$ cat config.mk
export PLATFORM = sky130hd
export DESIGN_NAME = span_param_loader_flat
export DESIGN_NICKNAME = d
export VERILOG_FILES = /design/src/rtl/span_param_loader_if.sv /design/src/rtl/span_param_loader.sv /design/src/flat_wrapper.sv
export SDC_FILE = /design/constraint.sdc
export NUM_CORES = 1
export LEC_CHECK = 0
export CAP_MARGIN = 0
export CORE_MARGIN = 4
export CORE_UTILIZATION = 55
export CTS_BUF_LIST = sky130_fd_sc_hd__clkbuf_16
export DETAILED_ROUTE_END_ITERATION = 16
export PLACE_DENSITY = 0.8
export SLEW_MARGIN = 20
export SYNTH_ARGS = -nofsm -noshare
export SYNTH_HDL_FRONTEND = slang
export SYNTH_SLANG_ARGS = --single-unit
$ cat constraint.sdc
create_clock -name clk -period 4.25 [get_ports clk]
set_input_delay 0.85 -clock clk [delete_from_list [all_inputs] [get_ports clk]]
set_output_delay 0.85 -clock clk [all_outputs]
set_load 0.005 [all_outputs]
$ cat src/rtl/span_param_loader_if.sv
// Parameter-stream, span_cme register-bus and result-stream bundle for span_param_loader.
// The loader connects through the slave modport; its environment uses the master modport.
interface span_param_loader_if #(
  parameter int DATA_W = 16,
  parameter int OFF_W  = 6
);
  logic [DATA_W-1:0] s_data;
  logic              s_valid;
  logic              s_last;
  logic              s_ready;
  logic [DATA_W-1:0] writeData;
  logic [OFF_W-1:0]  offset;
  logic              write;
  logic              chipselect;
  logic              read;
  logic [DATA_W-1:0] readData;
  logic [DATA_W-1:0] r_data;
  logic              r_valid;
  logic              r_ready;
  logic              busy;
  logic              err;

  modport slave (
    input  s_data, s_valid, s_last, readData, r_ready,
    output s_ready, writeData, offset, write, chipselect, read, r_data, r_valid, busy, err
  );

  modport master (
    output s_data, s_valid, s_last, readData, r_ready,
    input  s_ready, writeData, offset, write, chipselect, read, r_data, r_valid, busy, err
  );
endinterface

$ cat src/rtl/span_param_loader.sv
// Buffers one SPAN parameter record, replays it onto the span_cme register bus,
// waits out the compute interval and streams the result registers back out.
module span_param_loader #(
  parameter int NUM_REGS     = 34,
  parameter int DATA_W       = 16,
  parameter int OFF_W        = 6,
  parameter int COMPUTE_WAIT = 200,
  parameter int RESULT_BASE  = 34,
  parameter int NUM_RESULTS  = 2
) (
  input  logic                clk,
  input  logic                reset,
  span_param_loader_if.slave  bus
);

  localparam int MAX_CNT = (NUM_REGS > COMPUTE_WAIT) ? NUM_REGS : COMPUTE_WAIT;
  localparam int CNT_W   = $clog2(MAX_CNT);
  localparam int IDX_W   = $clog2(NUM_REGS);
  localparam int J_W     = (NUM_RESULTS > 1) ? $clog2(NUM_RESULTS) : 1;

  localparam logic [CNT_W-1:0] LAST_REG  = CNT_W'(NUM_REGS - 1);
  localparam logic [CNT_W-1:0] LAST_WAIT = CNT_W'(COMPUTE_WAIT - 1);
  localparam logic [J_W-1:0]   LAST_J    = J_W'(NUM_RESULTS - 1);

  if (RESULT_BASE + NUM_RESULTS - 1 >= (1 << OFF_W)) begin : g_offset_range
    $error("span_param_loader: result offsets do not fit in OFF_W bits");
  end

  typedef enum logic [2:0] {
    S_FILL, S_DRAIN, S_WRITE, S_WAIT, S_RD_REQ, S_RD_CAP, S_OUT
  } state_e;

  state_e            state_q, state_d;
  logic [CNT_W-1:0]  cnt_q, cnt_d;
  logic [J_W-1:0]    j_q, j_d;
  logic [DATA_W-1:0] regs_q [NUM_REGS];

  logic              s_ready_q, s_ready_d;
  logic              busy_q, busy_d;
  logic              err_q, err_d;
  logic              write_q, write_d;
  logic              read_q, read_d;
  logic              cs_q, cs_d;
  logic [OFF_W-1:0]  offset_q, offset_d;
  logic [DATA_W-1:0] wdata_q, wdata_d;
  logic              r_valid_q, r_valid_d;
  logic [DATA_W-1:0] r_data_q;

  logic hs_in, hs_out;

  assign hs_in  = bus.s_valid && s_ready_q;
  assign hs_out = r_valid_q && bus.r_ready;

  // NOTE: every variable gets a default before the case so no path can infer a latch.
  always_comb begin
    state_d = state_q;
    cnt_d   = cnt_q;
    j_d     = j_q;
    err_d   = 1'b0;

    case (state_q)
      S_FILL: if (hs_in) begin
        if (bus.s_last) begin
          cnt_d = '0;
          if (cnt_q == LAST_REG) state_d = S_WRITE;
          else                   err_d   = 1'b1;
        end else if (cnt_q == LAST_REG) begin
          err_d   = 1'b1;
          cnt_d   = '0;
          state_d = S_DRAIN;
        end else begin
          cnt_d = cnt_q + CNT_W'(1);
        end
      end
      S_DRAIN: if (hs_in && bus.s_last) begin
        cnt_d   = '0;
        state_d = S_FILL;
      end
      S_WRITE: begin
        if (cnt_q == LAST_REG) begin
          cnt_d   = '0;
          state_d = S_WAIT;
        end else begin
          cnt_d = cnt_q + CNT_W'(1);
        end
      end
      S_WAIT: begin
        if (cnt_q == LAST_WAIT) begin
          cnt_d   = '0;
          state_d = S_RD_REQ;
        end else begin
          cnt_d = cnt_q + CNT_W'(1);
        end
      end
      S_RD_REQ: state_d = S_RD_CAP;
      S_RD_CAP: state_d = S_OUT;
      S_OUT: if (hs_out) begin
        if (j_q == LAST_J) begin
          j_d     = '0;
          state_d = S_FILL;
        end else begin
          j_d     = j_q + J_W'(1);
          state_d = S_RD_REQ;
        end
      end
      default: begin
        cnt_d   = '0;
        j_d     = '0;
        state_d = S_FILL;
      end
    endcase

    // Outputs are decoded from the next state so the registered bus lines up with it.
    s_ready_d = (state_d == S_FILL) || (state_d == S_DRAIN);
    busy_d    = (state_d != S_FILL);
    r_valid_d = (state_d == S_OUT);
    write_d   = 1'b0;
    read_d    = 1'b0;
    cs_d      = 1'b0;
    offset_d  = '0;
    wdata_d   = '0;
    if (state_d == S_WRITE) begin
      write_d  = 1'b1;
      cs_d     = 1'b1;
      offset_d = OFF_W'(cnt_d);
      wdata_d  = regs_q[cnt_d[IDX_W-1:0]];
    end else if (state_d == S_RD_REQ) begin
      read_d   = 1'b1;
      cs_d     = 1'b1;
      offset_d = OFF_W'(RESULT_BASE) + OFF_W'(j_d);
    end
  end

  // NOTE: sequential state uses non-blocking assignments so all registers update together.
  always_ff @(posedge clk) begin
    if (reset) begin
      state_q   <= S_FILL;
      cnt_q     <= '0;
      j_q       <= '0;
      s_ready_q <= 1'b0;
      busy_q    <= 1'b0;
      err_q     <= 1'b0;
      write_q   <= 1'b0;
      read_q    <= 1'b0;
      cs_q      <= 1'b0;
      offset_q  <= '0;
      wdata_q   <= '0;
      r_valid_q <= 1'b0;
      r_data_q  <= '0;
    end else begin
      state_q   <= state_d;
      cnt_q     <= cnt_d;
      j_q       <= j_d;
      s_ready_q <= s_ready_d;
      busy_q    <= busy_d;
      err_q     <= err_d;
      write_q   <= write_d;
      read_q    <= read_d;
      cs_q      <= cs_d;
      offset_q  <= offset_d;
      wdata_q   <= wdata_d;
      r_valid_q <= r_valid_d;
      if (state_q == S_RD_CAP) r_data_q <= bus.readData;
    end
  end

  // NOTE: the record buffer is storage only, so it has no reset; reset just blocks writes.
  always_ff @(posedge clk) begin
    if (!reset && state_q == S_FILL && hs_in) regs_q[cnt_q[IDX_W-1:0]] <= bus.s_data;
  end

  assign bus.s_ready    = s_ready_q;
  assign bus.busy       = busy_q;
  assign bus.err        = err_q;
  assign bus.write      = write_q;
  assign bus.read       = read_q;
  assign bus.chipselect = cs_q;
  assign bus.offset     = offset_q;
  assign bus.writeData  = wdata_q;
  assign bus.r_valid    = r_valid_q;
  assign bus.r_data     = r_data_q;

endmodule

$ cat src/flat_wrapper.sv
// flat-port wrapper written by rule: the top's interface ports become plain ports
module span_param_loader_flat 
#(
  parameter int NUM_REGS     = 34,
  parameter int DATA_W       = 16,
  parameter int OFF_W        = 6,
  parameter int COMPUTE_WAIT = 200,
  parameter int RESULT_BASE  = 34,
  parameter int NUM_RESULTS  = 2
)
  (clk, reset, bus_s_data, bus_s_valid, bus_s_last, bus_readData, bus_r_ready, bus_s_ready, bus_writeData, bus_offset, bus_write, bus_chipselect, bus_read, bus_r_data, bus_r_valid, bus_busy, bus_err);
  span_param_loader_if #(.DATA_W(DATA_W), .OFF_W(OFF_W)) bus_i ();
  input  logic clk;
  input  logic reset;
  input wire logic [$bits(bus_i.s_data)-1:0] bus_s_data;
  input wire logic [$bits(bus_i.s_valid)-1:0] bus_s_valid;
  input wire logic [$bits(bus_i.s_last)-1:0] bus_s_last;
  input wire logic [$bits(bus_i.readData)-1:0] bus_readData;
  input wire logic [$bits(bus_i.r_ready)-1:0] bus_r_ready;
  output wire logic [$bits(bus_i.s_ready)-1:0] bus_s_ready;
  output wire logic [$bits(bus_i.writeData)-1:0] bus_writeData;
  output wire logic [$bits(bus_i.offset)-1:0] bus_offset;
  output wire logic [$bits(bus_i.write)-1:0] bus_write;
  output wire logic [$bits(bus_i.chipselect)-1:0] bus_chipselect;
  output wire logic [$bits(bus_i.read)-1:0] bus_read;
  output wire logic [$bits(bus_i.r_data)-1:0] bus_r_data;
  output wire logic [$bits(bus_i.r_valid)-1:0] bus_r_valid;
  output wire logic [$bits(bus_i.busy)-1:0] bus_busy;
  output wire logic [$bits(bus_i.err)-1:0] bus_err;
  assign bus_i.s_data = bus_s_data;
  assign bus_i.s_valid = bus_s_valid;
  assign bus_i.s_last = bus_s_last;
  assign bus_i.readData = bus_readData;
  assign bus_i.r_ready = bus_r_ready;
  assign bus_s_ready = bus_i.s_ready;
  assign bus_writeData = bus_i.writeData;
  assign bus_offset = bus_i.offset;
  assign bus_write = bus_i.write;
  assign bus_chipselect = bus_i.chipselect;
  assign bus_read = bus_i.read;
  assign bus_r_data = bus_i.r_data;
  assign bus_r_valid = bus_i.r_valid;
  assign bus_busy = bus_i.busy;
  assign bus_err = bus_i.err;
  span_param_loader #(.NUM_REGS(NUM_REGS), .DATA_W(DATA_W), .OFF_W(OFF_W), .COMPUTE_WAIT(COMPUTE_WAIT), .RESULT_BASE(RESULT_BASE), .NUM_RESULTS(NUM_RESULTS)) u_core (.clk(clk), .reset(reset), .bus(bus_i));
endmodule
### Word-level counts from Yosys, hierarchy flattened

Memory sizes are Yosys's and may differ from the RTL's. A register that Yosys moved wholly into a read port is not among the register bits.
Index checks and enable logic that the tools add are counted.

| word-level totals | value |
|---|---|
| bits in registers | 41 |
| memory bits (writable) | 544 |
| input port bits | 37 |
| word-level logic and storage cells | 80 |
| memories | 1 |

Memories:

| memory | depth | width | rd ports | clocked after memory_dff | write ports | line | RTL |
|---|---|---|---|---|---|---|---|
| u_core.regs_q | 34 | 16 | 1 | 1 | 1 | span_param_loader.sv:36 | `logic [DATA_W-1:0] regs_q [NUM_REGS];` |

| cells by class | value |
|---|---|
| $add $sub $neg | 3 |
| eq/ne operators | 14 |
| muxes and demuxes | 29 |
| bitwise logic cells | 4 |
| reduce and logical (&&, ||, !) cells | 16 |

Operators with widths:

| kind | number |
|---|---|
| $mux 8 | 5 |
| $pmux 8 s5 | 1 |
| $mux 3 | 9 |
| $pmux 3 s7 | 1 |
| $eq 3x3->1 const B | 5 |
| $mux 6 | 2 |
| $mux 1 | 10 |
| $eq 3x2->1 const B | 3 |
| $add 8x1->8 const B | 1 |
| $eq 8x6->1 const B | 1 |
| $eq 8x8->1 const B | 1 |
| $add 6x1->6 const A | 1 |
| $eq 3x1->1 const B | 2 |
| $logic_not 3->1 | 2 |
| $reduce_or 3->1 | 2 |
| $reduce_or 6->1 | 1 |
| $logic_and 1x1->1 | 5 |
| $ne 2x1->1 const B | 2 |
| $not 1->1 | 4 |
| $reduce_or 2->1 | 2 |
| $reduce_and 3->1 | 1 |
| $reduce_bool 3->1 | 1 |
| $pmux 1 s2 | 1 |
| $add 1x1->1 const B | 1 |
| other kinds (2) | 2 |

### Logic depth before layout (Yosys ltp)

| logic depth | value |
|---|---|
| depth in word-level cells | 8 |
| gate-level depth with buffers | 14 |
| gate-level depth less buffers | 10 |

### Worst setup path before layout

No wires, ideal clock.

| timing path | value |
|---|---|
| path type | reg-to-reg |
| start | register u_core.cnt_q[1] |
| end | register u_core.wdata_q[10], in the netlist u_core.bus.writeData[10] (read register of u_core.regs_q) |
| library setup time | 0.088 ns |
| data arrival time | 2.701 ns |
| required time | 4.162 ns |
| path slack | 1.461 ns |
| cell stages (with the launch flop) | 14 |
| path buffers | 3 |
| path through | dfxtp_1 -> clkinv_1 -> ha_1 -> nor4b_2 -> and3_1 -> buf_4 -> o21a_4 -> o21ai_2 -> a211oi_2 -> and2_1 -> clkbuf_1 -> buf_2 -> a22o_1 -> nor4_2 |

| on the way | value |
|---|---|
| cells in the longest elaborated chain, start to end | 8 |

RTL lines:

| element | line | RTL |
|---|---|---|
| from (decl) | span_param_loader.sv:34 | `logic [CNT_W-1:0] cnt_q, cnt_d;` |
| from (signal assigned) | span_param_loader.sv:152 | `cnt_q <= cnt_d;` |
| $eq 8x6->1 | span_param_loader.sv:65, span_param_loader.sv:67, span_param_loader.sv:80 |  |
| $mux 3, on equally long branches | span_param_loader.sv:67, span_param_loader.sv:65 |  |
| $mux 3 | span_param_loader.sv:63 | `if (bus.s_last) begin` |
| $mux 3 | span_param_loader.sv:62 | `S_FILL: if (hs_in) begin` |
| $pmux 3 s7 | span_param_loader.sv:61 | `case (state_q)` |
| $eq 3x2->1 | span_param_loader.sv:122 | `if (state_d == S_WRITE) begin` |
| $not 1->1 (no source line) | - |  |
| $reduce_or 2->1 (no source line) | - |  |
| to (decl) | span_param_loader.sv:45 | `logic [DATA_W-1:0] wdata_q, wdata_d;` |

Several ways; a longest one is shown, not always the timed one. The select of a mux whose other input is x is not followed.
A chain may end at the register's enable or synchronous reset.

### Final worst setup path

| timing path | value |
|---|---|
| start | register u_core.cnt_q[1] |
| end | register u_core.wdata_q[14], in the netlist u_core.bus.writeData[14] (read register of u_core.regs_q) |

Same word-level chain as after synthesis.

==> impl_metrics.tcl <==
set metrics [dict create \
    cts_resized 0 \
    maxCapViolations 0 \
    via_per_inst 6.30 \
    yosysMostFrequentCell "edfxtp_1" \
    synth-main-ff-cell "edfxtp_1" \
    die_w_um 218 \
    min-delay-start "u_core.bus.r_data[0]" \
    synthTopCellsByArea "edfxtp_1 (67%), dfxtp_1 (4.7%), nand2_1 (4.2%)" \
    critPathCaptureType "flip-flop" \
    grt_max_degree 65 \
    drt_wl_total_mm 63.0 \
    start_util_pct 56.0 \
    status "complete, no violations" \
    synthTopCellsByCount "edfxtp_1 (544), nand2_1 (269), inv_1 (134)" \
    dieArea_um2 47600 \
    tightest_slew_ps 884 \
    rsz0062_at_grt "no" \
    syn_inst 1824 \
    cts_buffers 57 \
    core_area_um2 43400 \
    cp.required_ps 4770 \
    num_rows 76 \
    syn_nets 1863 \
    slew_headroom_pct 41.1 \
    drive_gt1_share_pct 11.2 \
    combPwrFrac_pct 4.0 \
    critPathLaunchType "flip-flop" \
    async_flop_share_pct 0 \
    drtIter0Drc 2431 \
    power_frac_seq_pct 54.9 \
    synth_top_cell_by_area "edfxtp_1" \
    utilization_pct 64.4 \
    clock_power_share_pct 41.1 \
    wl_per_cell_um 24.5 \
    ant_nets 0 \
    track_usage_pct 26.2 \
    synth_edf_count 544 \
    dp_cells 2462 \
    cts_num_sinks 601 \
    die_h_um 218 \
    vias 16200 \
    post_dp_cell_area_um2 26200 \
    portBuffers 81 \
    setup_viol 0 \
    io_pins 82 \
    gr-total-overflow 0 \
    final_area_um2 27900 \
    hp-class "flip-flop to flip-flop" \
    arrival_ps 4290 \
    setup-tns-final_ps 0 \
    gp_congestion 0.875 \
    syn_to_final_growth_pct 15.1 \
    dp_hpwl_mm 36.7 \
    clock_latency_ps 630 \
    layoutNonFillerInstCount 2571 \
    cts_hold_buf 0 \
    swShare_pct 21.2 \
    ir_drop_v 0.000409 \
    grt_pass1_wl_mm 94.6 \
    rr_startpoint "u_core.cnt_q[1]" \
    yosysSeqAreaShare_pct 72.0 \
    antenna_found_initial 1 \
    leakage_uw 0.00939 \
    firstDrtPassIters 6 \
    post_cts_buffers 0 \
    yosys.area.top_type_share_pct 67.3 \
    min_period_ps 3770 \
    crit_fanout 60 \
    max_freq_ghz 0.265 \
    synth_cell_types 69 \
    ys_warn_count 0 \
    syn_area_um2 24300 \
    timing.hold.ws_ps 453 \
    path_class "flip-flop to flip-flop" \
    fin_crit_sh_pct 88.7 \
    p_int_uw 9260 \
    cts_max_level 2 \
    synth_seq_cells 601 \
    drc 0 \
    crit_start "u_core.cnt_q[1]" \
    netSwitchingPower_uw 2490 \
    grt_pass1_vias 15900 \
    powerDensity_nw_per_um2 420 \
    finClkSkew_ps 27.8 \
    nets 1975 \
    avgSynthCellArea_um2 13.3 \
    cts_max_path_buffers 3 \
    clk_pin_slew_worst_paths_ps 60 \
    slew_violations 0 \
    cts_tree "yes" \
    clockRootBuffer "clkbuf_16" \
    hold_violations 0 \
]
==> final cells by class <==
| type | instances | area [um2] |
|---|---|---|
| Timing Repair Buffer | 178 | 1700 |
| Fill cell | 3076 | 15400 |
| Inverter | 136 | 510 |
| Antenna cell | 1 | 2.50 |
| Clock buffer | 57 | 1430 |
| Clock inverter | 51 | 350 |
| Multi-Input combinational cell | 962 | 5730 |
| Sequential cell | 601 | 17500 |
| Tap cell | 585 | 732 |
==> worst paths after layout <==
check / endpoint / slack [ps] / cells past startpoint
worst max-delay path: u_core.bus.writeData[14] / 480 / 10
worst min-delay path: u_core.bus.r_data[0] / 450 / 2
worst max register to register: u_core.bus.writeData[14] / 480 / 10
worst min register to register: u_core.bus.r_data[0] / 450 / 2
==> metrics by stage <==
step / power, uW / worst slack, ps
after floorplan: 6780 / 1460
after global placement: 7020 / 355
after detailed placement: 7030 / 293
after CTS: 11800 / 562
after global routing: 12100 / 358
final: 11700 / 482
==> sequential cells by signal, indices dropped and copies added (netlist names), 3 cells and up <==
register / cells
u_core.state_q: 3
u_core.bus.offset: 6
u_core.regs_q: 544
u_core.bus.r_data: 16
u_core.bus.writeData: 16
u_core.cnt_q: 8
==> per-layer routing <==
layer | part of all wire (%) | track usage [%]
met1 | 37 | 33.8
met2 | 48 | 42.5
met5 | 0 | 0
met4 | 4.7 | 11.9
met3 | 10 | 6.31
==> kinds of logic after synthesis <==
family,Yosys count,synth area share [%]
flip-flops,601,72.0
AO/OA/AOI/OAI,458,12.9
multiplexers,32,1.32
buffers and inverters,261,4.52
AND/OR/NAND/NOR,469,9.09
XOR/XNOR,1,0.0361
adder cells (fa/ha/maj),2,0.103
==> critical path, cell delays in order, from the launching register on <==
cell and delay (ps):
dfxtp_1 470, clkinv_1 130, ha_1 400, nand2b_1 220
o221ai_4 610, buf_12 320, o21ai_0 170, o2111ai_1 160
nand4_1 430, a22o_1 400, nor4_2 320
==> cell usage in the layout (no fill, tap or decap), drive strengths merged, types with 3 or more instances in the layout <==
cell / n
edfxtp: 544
nand2: 269
inv: 154
o21ai: 138
buf: 99
clkdlybuf4s50: 79
a21oi: 72
o211ai: 66
o2111ai: 64
nor2: 63
clkbuf: 57
dfxtp: 57
nand3: 45
nand4: 32
mux2i: 32
a32oi: 32
clkinv: 28
a31oi: 18
a22o: 17
a21boi: 17
o31ai: 16
nor4: 16
and3: 6
and2: 6
nor3: 6
or3: 5
nand3b: 5
nor2b: 4
bufinv: 4
nor3b: 3
==> power by group through the flow <==
| stage | registers, uW | clock network, uW | logic, uW |
|---|---|---|---|
| global placement | 6570 | 0 | 444 |
| global route | 6440 | 5140 | 497 |
| detailed placement | 6570 | 0 | 458 |
| finish | 6450 | 4830 | 471 |
| floorplan | 6570 | 0 | 207 |
| CTS | 6450 | 4880 | 462 |
Note: power is estimated with default switching activity, not from simulation.
